<file path="config.mk">
export PLATFORM = sky130hd
export DESIGN_NAME = cnt_sched_flat
export DESIGN_NICKNAME = d
export VERILOG_FILES = /design/src/rtl/cnt_sched_pkg.sv /design/src/rtl/cnt_sched_if.sv /design/src/rtl/cnt_sched_counter1.sv /design/src/rtl/cnt_sched.sv /design/src/flat_wrapper.sv
export SDC_FILE = /design/constraint.sdc
export NUM_CORES = 1
export LEC_CHECK = 0
export ABC_CLOCK_PERIOD_IN_PS = 1600
export CAP_MARGIN = 30
export CORE_MARGIN = 10
export CORE_UTILIZATION = 41
export DETAILED_ROUTE_END_ITERATION = 10
export GPL_TIMING_DRIVEN = 0
export PLACE_DENSITY = 0.7
export SLEW_MARGIN = 0
export SYNTH_ARGS = -nofsm -noshare
export SYNTH_HDL_FRONTEND = slang
export SYNTH_SLANG_ARGS = --single-unit
</file>
<file path="constraint.sdc">
create_clock -name clk -period 1.6 [get_ports clk]
set_input_delay 0.24 -clock clk [delete_from_list [all_inputs] [get_ports clk]]
set_output_delay 0.24 -clock clk [all_outputs]
set_load 0.005 [all_outputs]
</file>
<file path="src/rtl/cnt_sched_pkg.sv">
// Shared types and sizes for the two-requester counter scheduler.
// Imported by the interface, the scheduler top and the counter datapath.
package cnt_sched_pkg;

    localparam int CNT_W = 4;
    localparam int LEN_W = 4;
    localparam int N_REQ = 2;
    localparam int ID_W  = 1;

    typedef enum logic [1:0] {
        IDLE = 2'd0,
        RUN  = 2'd1,
        DONE = 2'd2
    } state_t;

endpackage

</file>
<file path="src/rtl/cnt_sched_if.sv">
// Command/status bundle between the requesters and cnt_sched.
// The requester side uses master; the scheduler uses slave.
interface cnt_sched_if;
    import cnt_sched_pkg::*;

    logic             req0_valid;
    logic             req0_up;
    logic [LEN_W-1:0] req0_len;
    logic             req0_ready;
    logic             req1_valid;
    logic             req1_up;
    logic [LEN_W-1:0] req1_len;
    logic             req1_ready;
    logic             clr;
    logic [CNT_W-1:0] count;
    logic             busy;
    logic             done;
    logic             done_id;

    modport master (
        output req0_valid, req0_up, req0_len,
        output req1_valid, req1_up, req1_len,
        output clr,
        input  req0_ready, req1_ready, count, busy, done, done_id
    );

    modport slave (
        input  req0_valid, req0_up, req0_len,
        input  req1_valid, req1_up, req1_len,
        input  clr,
        output req0_ready, req1_ready, count, busy, done, done_id
    );

endinterface

</file>
<file path="src/rtl/cnt_sched_counter1.sv">
// counter1: wrapping up/down counter with synchronous active-high reset.
// udbar=1 counts up, udbar=0 counts down; holds when en=0.
module counter1
    import cnt_sched_pkg::*;
(
    input  logic             rst,
    input  logic             clk,
    input  logic             en,
    input  logic             udbar,
    output logic [CNT_W-1:0] cnt
);

    logic [CNT_W-1:0] cnt_q, cnt_d;

    always_comb begin
        cnt_d = cnt_q;
        if (en) cnt_d = udbar ? cnt_q + CNT_W'(1) : cnt_q - CNT_W'(1);
    end

    always_ff @(posedge clk) begin
        if (rst) cnt_q <= '0;
        else     cnt_q <= cnt_d;
    end

    assign cnt = cnt_q;

endmodule

</file>
<file path="src/rtl/cnt_sched.sv">
// Two-requester round-robin scheduler that runs count commands on a shared
// counter1 instance, one command at a time, with a one-cycle done pulse.
module cnt_sched
    import cnt_sched_pkg::*;
(
    input  logic         clk,
    input  logic         rst,
    cnt_sched_if.slave   bus
);

    state_t                        state_q, state_d;
    logic                          up_q, up_d;
    logic [LEN_W-1:0]              rem_q, rem_d;
    logic [ID_W-1:0]               id_q, id_d;
    logic [ID_W-1:0]               last_q, last_d;
    logic                          busy_q, busy_d;
    logic                          done_q, done_d;
    logic [ID_W-1:0]               done_id_q, done_id_d;

    logic [N_REQ-1:0]              vld;
    logic [N_REQ-1:0]              dir;
    logic [N_REQ-1:0][LEN_W-1:0]   len;
    logic [N_REQ-1:0]              gnt;
    logic [ID_W-1:0]               gid;
    logic                          idle_open;
    logic                          cnt_rst;
    logic                          cnt_en;

    assign vld = {bus.req1_valid, bus.req0_valid};
    assign dir = {bus.req1_up,    bus.req0_up};
    assign len = {bus.req1_len,   bus.req0_len};

    // last_q holds the most recently served requester; a tie goes to the other.
    assign idle_open = (state_q == IDLE) && !bus.clr;
    assign gnt[0]    = idle_open && vld[0] && (!vld[1] || last_q == ID_W'(1));
    assign gnt[1]    = idle_open && vld[1] && (!vld[0] || last_q == ID_W'(0));
    assign gid       = gnt[1] ? ID_W'(1) : ID_W'(0);

    assign bus.req0_ready = gnt[0];
    assign bus.req1_ready = gnt[1];

    always_comb begin
        state_d = state_q;
        up_d    = up_q;
        rem_d   = rem_q;
        id_d    = id_q;
        last_d  = last_q;
        case (state_q)
            IDLE: begin
                if (|gnt) begin
                    up_d    = dir[gid];
                    rem_d   = len[gid];
                    id_d    = gid;
                    last_d  = gid;
                    state_d = (len[gid] == '0) ? DONE : RUN;
                end
            end
            RUN: begin
                rem_d = rem_q - LEN_W'(1);
                if (rem_q == LEN_W'(1)) state_d = DONE;
            end
            DONE:    state_d = IDLE;
            default: state_d = IDLE;
        endcase
        busy_d    = (state_d != IDLE);
        done_d    = (state_d == DONE);
        done_id_d = (state_d == DONE) ? id_d : '0;
    end

    always_ff @(posedge clk) begin
        if (rst) begin
            state_q   <= IDLE;
            up_q      <= 1'b0;
            rem_q     <= '0;
            id_q      <= '0;
            last_q    <= ID_W'(1);
            busy_q    <= 1'b0;
            done_q    <= 1'b0;
            done_id_q <= '0;
        end else begin
            state_q   <= state_d;
            up_q      <= up_d;
            rem_q     <= rem_d;
            id_q      <= id_d;
            last_q    <= last_d;
            busy_q    <= busy_d;
            done_q    <= done_d;
            done_id_q <= done_id_d;
        end
    end

    // clr only zeroes the counter while idle; in RUN/DONE it has no effect.
    assign cnt_rst = rst || ((state_q == IDLE) && bus.clr);
    assign cnt_en  = (state_q == RUN);

    counter1 u_counter1 (
        .rst   (cnt_rst),
        .clk   (clk),
        .en    (cnt_en),
        .udbar (up_q),
        .cnt   (bus.count)
    );

    assign bus.busy    = busy_q;
    assign bus.done    = done_q;
    assign bus.done_id = done_id_q;

endmodule

</file>
<file path="src/flat_wrapper.sv">
// flat-port wrapper written by rule: the top's interface ports become plain ports
module cnt_sched_flat import cnt_sched_pkg::*;
  (clk, rst, bus_req0_valid, bus_req0_up, bus_req0_len, bus_req1_valid, bus_req1_up, bus_req1_len, bus_clr, bus_req0_ready, bus_req1_ready, bus_count, bus_busy, bus_done, bus_done_id);
  cnt_sched_if bus_i ();
  input  logic clk;
  input  logic rst;
  input wire logic [$bits(bus_i.req0_valid)-1:0] bus_req0_valid;
  input wire logic [$bits(bus_i.req0_up)-1:0] bus_req0_up;
  input wire logic [$bits(bus_i.req0_len)-1:0] bus_req0_len;
  input wire logic [$bits(bus_i.req1_valid)-1:0] bus_req1_valid;
  input wire logic [$bits(bus_i.req1_up)-1:0] bus_req1_up;
  input wire logic [$bits(bus_i.req1_len)-1:0] bus_req1_len;
  input wire logic [$bits(bus_i.clr)-1:0] bus_clr;
  output wire logic [$bits(bus_i.req0_ready)-1:0] bus_req0_ready;
  output wire logic [$bits(bus_i.req1_ready)-1:0] bus_req1_ready;
  output wire logic [$bits(bus_i.count)-1:0] bus_count;
  output wire logic [$bits(bus_i.busy)-1:0] bus_busy;
  output wire logic [$bits(bus_i.done)-1:0] bus_done;
  output wire logic [$bits(bus_i.done_id)-1:0] bus_done_id;
  assign bus_i.req0_valid = bus_req0_valid;
  assign bus_i.req0_up = bus_req0_up;
  assign bus_i.req0_len = bus_req0_len;
  assign bus_i.req1_valid = bus_req1_valid;
  assign bus_i.req1_up = bus_req1_up;
  assign bus_i.req1_len = bus_req1_len;
  assign bus_i.clr = bus_clr;
  assign bus_req0_ready = bus_i.req0_ready;
  assign bus_req1_ready = bus_i.req1_ready;
  assign bus_count = bus_i.count;
  assign bus_busy = bus_i.busy;
  assign bus_done = bus_i.done;
  assign bus_done_id = bus_i.done_id;
  cnt_sched u_core (.clk(clk), .rst(rst), .bus(bus_i));
endmodule
</file>
Word-level counts from Yosys, hierarchy flattened
Index checks and enable logic that the tools add are counted.
{"block": "word_totals", "out_inout_bits": 9, "elab_cells": 53, "register_bits": 16}
{"block": "op_classes", "reduce_logical": 20, "addsub": 3, "muxes": 14, "n_bitwise": 2, "eq_ne": 4, "magnitude_cmp": 1}
{"operator": "$mux 4", "n": 4}
{"operator": "$pmux 4 s2", "n": 1}
{"operator": "$sub 4x1->4 const B", "n": 2}
{"operator": "$logic_and 1x1->1", "n": 6}
{"operator": "$mux 2", "n": 3}
{"operator": "$mux 1", "n": 5}
{"operator": "$add 4x1->4 const B", "n": 1}
{"operator": "$eq 4x1->1 const B", "n": 1}
{"operator": "$logic_not 4->1", "n": 1}
{"operator": "$pmux 2 s2", "n": 1}
{"operator": "$reduce_and 2->1", "n": 2}
{"operator": "$reduce_bool 2->1", "n": 2}
{"operator": "$reduce_or 2->1", "n": 2}
{"operator": "$logic_not 1->1", "n": 3}
{"operator": "$logic_or 1x1->1", "n": 3}
{"operator": "$eq 2x1->1 const B", "n": 1}
{"operator": "$eq 2x2->1 const B", "n": 1}
{"operator": "$logic_not 2->1", "n": 1}
{"operator": "$lt 1x2->1 const B", "n": 1}
{"operator": "$ne 2x2->1 const B", "n": 1}
{"operator": "$not 1->1", "n": 2}

Depth between registers and ports, before layout
Gate-level depths: netlist of run 1.
{"block": "depth", "ltp_word": 14, "ltp_mapped": 6}

Modules after synthesis
From an unflattened synthesis of run 1, not the netlist that was laid out.
{"block": "unflattened", "hier_cells": 94, "area_unflattened_um2": 894.6}
{"module": "cnt_sched", "instances": 1, "seq_area_each_um2": 240.2, "area_per_inst_um2": 660.6, "cells_each": 70}
{"module": "counter1", "instances": 1, "seq_area_each_um2": 80.1, "area_per_inst_um2": 234.0, "cells_each": 24}

Worst setup path after synthesis of run 1
Ideal clock, no wire load.
{"block": "synth_timing", "kind": "register -> register", "from": "register u_core.up_q", "to": "register u_core.u_counter1.cnt_q[3] (netlist: u_core.u_counter1.cnt[3])", "t_arrival_ps": 1693, "slack_ps": -159, "stages_incl_launch_ff": 7, "t_required_ps": 1534, "setup_time_ps": 66, "path_cell_list": "dfxtp_1 -> inv_1 -> ha_1 -> and3_1 -> or4_4 -> a21o_1 -> a21oi_2"}
{"block": "synth_between", "elab_chain_len": 1}
{"element": "start: declaration", "line": "cnt_sched.sv:12", "source": "logic up_q, up_d;"}
{"element": "start signal: assignment", "line": "cnt_sched.sv:82", "source": "up_q <= up_d;"}
{"element": "$mux 4", "line": "cnt_sched_counter1.sv:17", "source": "if (en) cnt_d = udbar ? cnt_q + CNT_W'(1) : cnt_q - CNT_W'(1);"}
{"element": "end signal: assignment", "line": "cnt_sched_counter1.sv:22", "source": "else cnt_q <= cnt_d;"}
{"element": "end: declaration", "line": "cnt_sched_counter1.sv:13", "source": "logic [CNT_W-1:0] cnt_q, cnt_d;"}
No other way between the ends.
A chain may end at the register's enable or synchronous reset.

Worst setup path after layout of run 1
Ends and elaborated chain as after synthesis.

==> results of run 1 <==
flip-flops by register name, indices dropped and copies added, names as in the netlist:
signal,flops
u_core.state_q,2
u_core.id_q,1
u_core.up_q,1
u_core.bus.done,1
u_core.u_counter1.cnt,4
u_core.bus.busy,1
u_core.rem_q,4
u_core.last_q,1
u_core.bus.done_id,1
area by class of cell:
cell class,count,share of cell area [%]
repair buffers,37,24.9
inverters,5,1.74
clock buffers,4,2.66
plain buffers,2,1.10
well taps,27,2.48
multi-input cells,74,42.6
flip-flops and latches,16,24.5
layer usage:
layer	vias up	wire, um	GRT usage, %
li1	432	-	-
met4	0	10	3.21
met2	30	1110	18.0
met1	382	995	11.9
met5	-	0	0
met3	2	197	5.42
report_power, final:
part,switching (mW),total (mW),internal (mW)
clock,0.136,0.275,0.139
combinational,0.177,0.409,0.232
sequential,0.0413,0.486,0.445
total,0.354,1.17,0.816
metrics by stage:
step | setup TNS (ns) | hold slack [ns] | util [%]
after floorplan | 0 | 0.391 | -
after global placement | -4.69 | 0.473 | 57.5
after detailed placement | -5.51 | 0.486 | 57.5
after CTS | -0.0523 | 0.495 | 64.6
after global routing | -0.120 | 0.526 | 69.5
final | -0.0383 | 0.498 | 69.5
cell usage in the layout (no fill, tap or decap), types with 2 or more instances in the layout:
cell type        count
o21ai_0              3
a21oi_1              4
o211ai_1             2
ha_4                 2
inv_4                2
dfxtp_1              9
xnor2_1              3
a22oi_1              2
clkdlybuf4s50_1     20
buf_6                5
dfxtp_4              2
clkbuf_4             3
a21o_1               3
inv_1                2
a311oi_1             2
nor4_1               2
buf_4               10
or4_4                2
dfxtp_2              5
buf_2                2
nand2_1              9
ha_1                 2
nor2_1              12
kinds of logic (layout without fill, tap and decap cells):
| family | count (synthesis) | count (layout) | share of synthesized area (%) |
|---|---|---|---|
| flip-flops | 16 | 16 | 37.7 |
| adder cells (fa/ha/maj) | 5 | 5 | 8.25 |
| multiplexers | 2 | 2 | 2.36 |
| buffers and inverters | 7 | 48 | 3.98 |
| AO/OA/AOI/OAI | 26 | 26 | 21.2 |
| XOR/XNOR | 3 | 3 | 3.09 |
| AND/OR/NAND/NOR | 38 | 38 | 23.4 |
path summary, 6_finish.rpt:
kind / endpoint / slack, ns / depth (start not counted)
max: u_core.u_counter1.cnt[3]$_SDFFE_PP0P_ / -0.04 / 6
min: u_core.up_q$_SDFFE_PP0P_ / 0.50 / 3
max reg2reg: u_core.u_counter1.cnt[3]$_SDFFE_PP0P_ / -0.04 / 6
min reg2reg: u_core.last_q$_SDFFE_PP1P_ / 0.50 / 1
critical path: stages (launching register included):
cell and delay (ns):
dfxtp_2 0.37, inv_4 0.05, ha_4 0.22, and3_4 0.17
or4_4 0.48, a21o_1 0.20, a21oi_2 0.10
timing repair:
| action | CTS | global route |
|---|---|---|
| hold endpoints to repair | 0 | 0 |
| gates cloned | 0 | 1 |
| pin swaps | 3 | 5 |
| endpoints found under the setup margin | 12 | 7 |
| setup buffers | 10 | 3 |
| gates resized for setup | 21 | 16 |
==> results.md, run 1 <==
* Worst EP arrival at around 1.9 ns
* Vias in the first global route at about 840
* Vias at 846
* Post-Synthesis Net Count at about 120
* Worst vdd ir at 560 uV
* Worst Tran Pin Value at a little over 0.5 ns
* DRT iter0 DRCs at 16
* Required @ worst endpoint at about 1.8 ns
* Antenna violations before repair at 0
* Final Cycle Share at 102%
* Post-synth ARST share at 0%
* CTS tree: yes
* Fin nets at 159
* Overall fraction of global-route tracks in use at a little over a tenth
* RePlAce Congestion at 0.793
* #FFs+latches synth at 16
* Post-DP Area at around 1100 um^2
* Clock slew at reported path FFs at 0.10 ns
* Die height at approximately 66 um
* Core Area at between 1500 and 2000 um^2
* Pwr Density at about 860 nW/um^2
* Final Hold Fails at 0
* Critical path class: flip-flop to flip-flop
* Register area at approximately 330 um^2
* Setup crit end kind: flip-flop
* H-tree Lvls at 1
* RSZ-0062 raised after global routing: true
* Distinct cells, synth at 38
* Lkg Pwr at ~0.53 nW
* DRC Markers at 0
* I/O pins at 24
* Top-count cell post-synth: dfxtp_1
* GRT overflow at 0
* Setup WS post-layout at -0.0383 ns
* Area of the multi-input gates at roughly 580 um^2
* Root Buffer: clkbuf_4
* Port Buffer Count at 23
* Post-route clock skew at 0.00164 ns
* Place WS at -0.767 ns
* Crit start category: flip-flop
* DRT antenna net count at 0
* Final setup viols at 1
* Layout cells sized above 1 at approximately 33%
* Predominant post-synthesis flop cell: dfxtp_1
* HP Start: bus_req0_up
* Maximum number of pins on one net before global-route repair at 11
* Fmax at about 0.6 GHz
* Slew HR at about two thirds
* DR pass1 iterations at 5
* P&R area growth vs syn at 60.4%
* Post-route cell area at approximately 1400 um^2
* Num rows at 16
* Num Clock Sinks at 16
* Total wire length at 2320 um
* Final Total Pwr at ~1.2 mW
* CTS Buf Count at 3
* Max-Cap Viols at 0
* Min Tclk post-route at roughly 1.6 ns
* Clock latency at the later pin of the worst-skew pair at 0.29 ns
* Max-slew violation count at 0
* Status: complete, but fails checks
* Syn Inst Count at 97
* EDFF count, synth at 0
* Wire per inst at about 14 um
* Hold Crit Class: primary input to flip-flop
* Starting Density at approximately 43%
* Synth top area cells: dfxtp_1 (38%), ha_1 (5.9%), nor2_1 (5.3%)
* Post-CTS Hold Buffers at 0
* Via density per instance at 5.13
* Largest area contributor in the netlist: dfxtp_1
* Failing checks: negative setup slack
* Placed insts at between 100 and 150
* Non-Filler Instances at around 170
* Worst-case clock buffer depth at 2
* Seq/Total Area, Yosys at a little under two fifths
* Mean area per synthesized cell at 8.76 um^2
* Top cell type's share of synthesized area at 37.7%
* Critical Path Fanout Max at 3
* Cell area after synthesis at about 850 um^2
* N_diodes at 0
* R2R Path Start: u_core.up_q$_SDFFE_PP0P_
* Crit. Startpoint: u_core.up_q$_SDFFE_PP0P_
* First-pass GRT wire length at about 3700 um
* Commonest cells in the netlist: dfxtp_1 (16), nor2_1 (12), nand2_1 (9)
* YS warnings at 0
* Dpl hpwl at about 1600 um
* Fillcell total at 168
* Die width at 65.5 um
* Die ar. at 4290 um^2
No activity file was read; power rests on OpenSTA's default activity.
==> inputs of run 2 (changes only) <==
Settings changed: CTS_CLUSTER_DIAMETER set to 150, GPL_TIMING_DRIVEN 0 to unset.
==> run 2 against run 1 <==
The run still ends with negative setup slack left. Sequential cell count is the same. Non-clock buffer count grew 5. Design area shrank 1.6%. Setup slack gained 0.033 ns. Highest routed layer unchanged.
==> results.md, run 2 (synthesis gave the netlist of run 1 again) <==
* Status: complete, but fails checks
* Failing checks: negative setup slack
* Sw frac at between 30% and 40%
* H-tree Lvls at 1
* Worst Reg2Reg Path Length in Cells at 6
* DRT antenna net count at 0
* Overall fraction of global-route tracks in use at between 10% and 20%
* Final Cycle Share at 100%
* Die width at 65.5 um
* Top Metal Used: met4
* Critical path class: flip-flop to flip-flop
* Die height at 65.5 um
* Wire per inst at around 14 um
* Final Hold Fails at 0
* Area of the multi-input gates at between 500 and 600 um^2
* Root Buffer: clkbuf_4
* Worst hold margin at 0.500 ns
* Post-route cell area at about 1300 um^2
* Setup TNS at -0.00488 ns
* Clock slew at reported path FFs at roughly 0.09 ns
* Hold Path Cell Cnt at 3
* Setup WS post-layout at -0.00488 ns
* Place WS at -0.335 ns
* Cell Int Power at between 0.7 and 0.8 mW
* Fin nets at 164
* Total wire length at ~2400 um
* Hold Crit Class: primary input to flip-flop
* Final setup viols at 1
* N_diodes at 0
* DRT iter0 DRCs at 34
* Worst EP arrival at ~1.8 ns
* Critical Path Fanout Max at 3
* R2r setup slk at -0.005 ns
* Part of the power in combinational logic at between 30 and 40%
* Register area at 328 um^2
* Maximum number of pins on one net before global-route repair at 11
* Num rows at 16
* Num Clock Sinks at 16
* Clock network power share at roughly a fifth
* Setup crit end kind: flip-flop
* DRC Markers at 0
* Vias in the first global route at between 900 and 1,000
* Final Util at between 60% and 70%
* DR pass1 iterations at 4
* Post-route clock skew at about 0.0038 ns
* Fmax at 0.623 GHz
* Non-Filler Instances at 169
* GRT overflow at 0
* CTS Buf Count at 3
* Worst Tran Pin Value at between 0.2 and 0.3 ns
* Lkg Pwr at about 0.55 nW
* Switch Pwr at approximately 0.33 mW
* Die ar. at 4290 um^2
* First-pass GRT wire length at roughly 4100 um
* HP Start: bus_clr
* Met3 wire length at about 150 um
* Max-slew violation count at 0
* Starting Density at 43.3%
* Most common cell after layout, fill and taps aside: buf_4
* Placed insts at 163
* Pwr Density at about 820 nW/um^2
* Flop pwr share at a little over two fifths
* Vias at 886
* Worst Hold Path EP: u_core.u_counter1.cnt[3]$_SDFFE_PP0P_
* P&R area growth vs syn at 57.9%
* Fillcell total at 173
* RSZ-0062 raised after global routing: true
* Final Total Pwr at 1.10 mW
* Met2 routed WL at 1140 um
* Dpl hpwl at 1920 um
* Clock latency at the later pin of the worst-skew pair at between 0.2 and 0.3 ns
* Worst-case clock buffer depth at 2
* Max-Cap Viols at 0
* RePlAce Congestion at ~0.83
* Post-DP Area at 1250 um^2
* Most frequent cells in the layout: buf_4 (21), clkdlybuf4s50_1 (20), nor2_1 (12)
* Crit start category: flip-flop
* I/O pins at 24
* Port Buffer Count at 23
* Worst vdd ir at approximately 440 uV
* Layout cells sized above 1 at about 32%
* Min Tclk post-route at between 1.5 and 2 ns
* Required @ worst endpoint at 1.82 ns
* R2R Path End: u_core.u_counter1.cnt[3]$_SDFFE_PP0P_
* Antenna violations before repair at 0
* Slew HR at a little over 80%
* Core Area at just under 2000 um^2
* CTS tree: yes
* Met1 wire length at around 1000 um
* R2R Path Start: u_core.up_q$_SDFFE_PP0P_
* Via density per instance at 5.24
[run 2: timing repair]
item | CTS | global route
resized for setup | 15 | 7
hold endpoints to repair | 0 | 0
pin swaps | 5 | 1
buffers inserted | 3 | 0
hold buffers | 0 | 0
endpoints found under the setup margin | 4 | 5
[run 2: layout make-up]
class                      instances  share of cell area [%]
multi-input combinational         74                    41.3
timing repair buffer              44                    28.5
sequential                        16                    24.4
tap                               27                    2.52
clock buffer                       3                    1.68
inverter                           5                    1.59
[run 2: worst max-delay path by stage]
stage                                   startpoint                               endpoint  slack, ns
after floorplan           u_core.up_q$_SDFFE_PP0P_  u_core.u_counter1.cnt[3]$_SDFFE_PP0P_      0.004
after global placement                     bus_clr                         bus_req0_ready      -0.28
after detailed placement                   bus_clr                         bus_req0_ready      -0.34
after CTS                 u_core.up_q$_SDFFE_PP0P_  u_core.u_counter1.cnt[3]$_SDFFE_PP0P_      -0.03
after global routing      u_core.up_q$_SDFFE_PP0P_  u_core.u_counter1.cnt[3]$_SDFFE_PP0P_      -0.07
final                     u_core.up_q$_SDFFE_PP0P_  u_core.u_counter1.cnt[3]$_SDFFE_PP0P_     -0.005
[run 2: critical path: stages (launching register included)]
cell	delay, ns
dfxtp_2	0.36
inv_4	0.05
ha_4	0.21
and3_4	0.17
or4_4	0.47
a21o_1	0.18
a21oi_2	0.10
[run 2: metal layers]
metal,GRT usage (%),up-vias
li1,-,440
met1,13.5,417
met2,19.1,25
met3,3.56,4
met4,5.35,0
met5,0,-
[run 2: power groups by stage]
stage	combinational, mW	sequential, mW	clock [mW]
4_1_cts	0.408	0.478	0.210
6_report	0.415	0.482	0.205
5_1_grt	0.458	0.489	0.235
3_5_place_dp	0.381	0.482	0
2_1_floorplan	0.199	0.483	0
3_3_place_gp	0.368	0.479	0
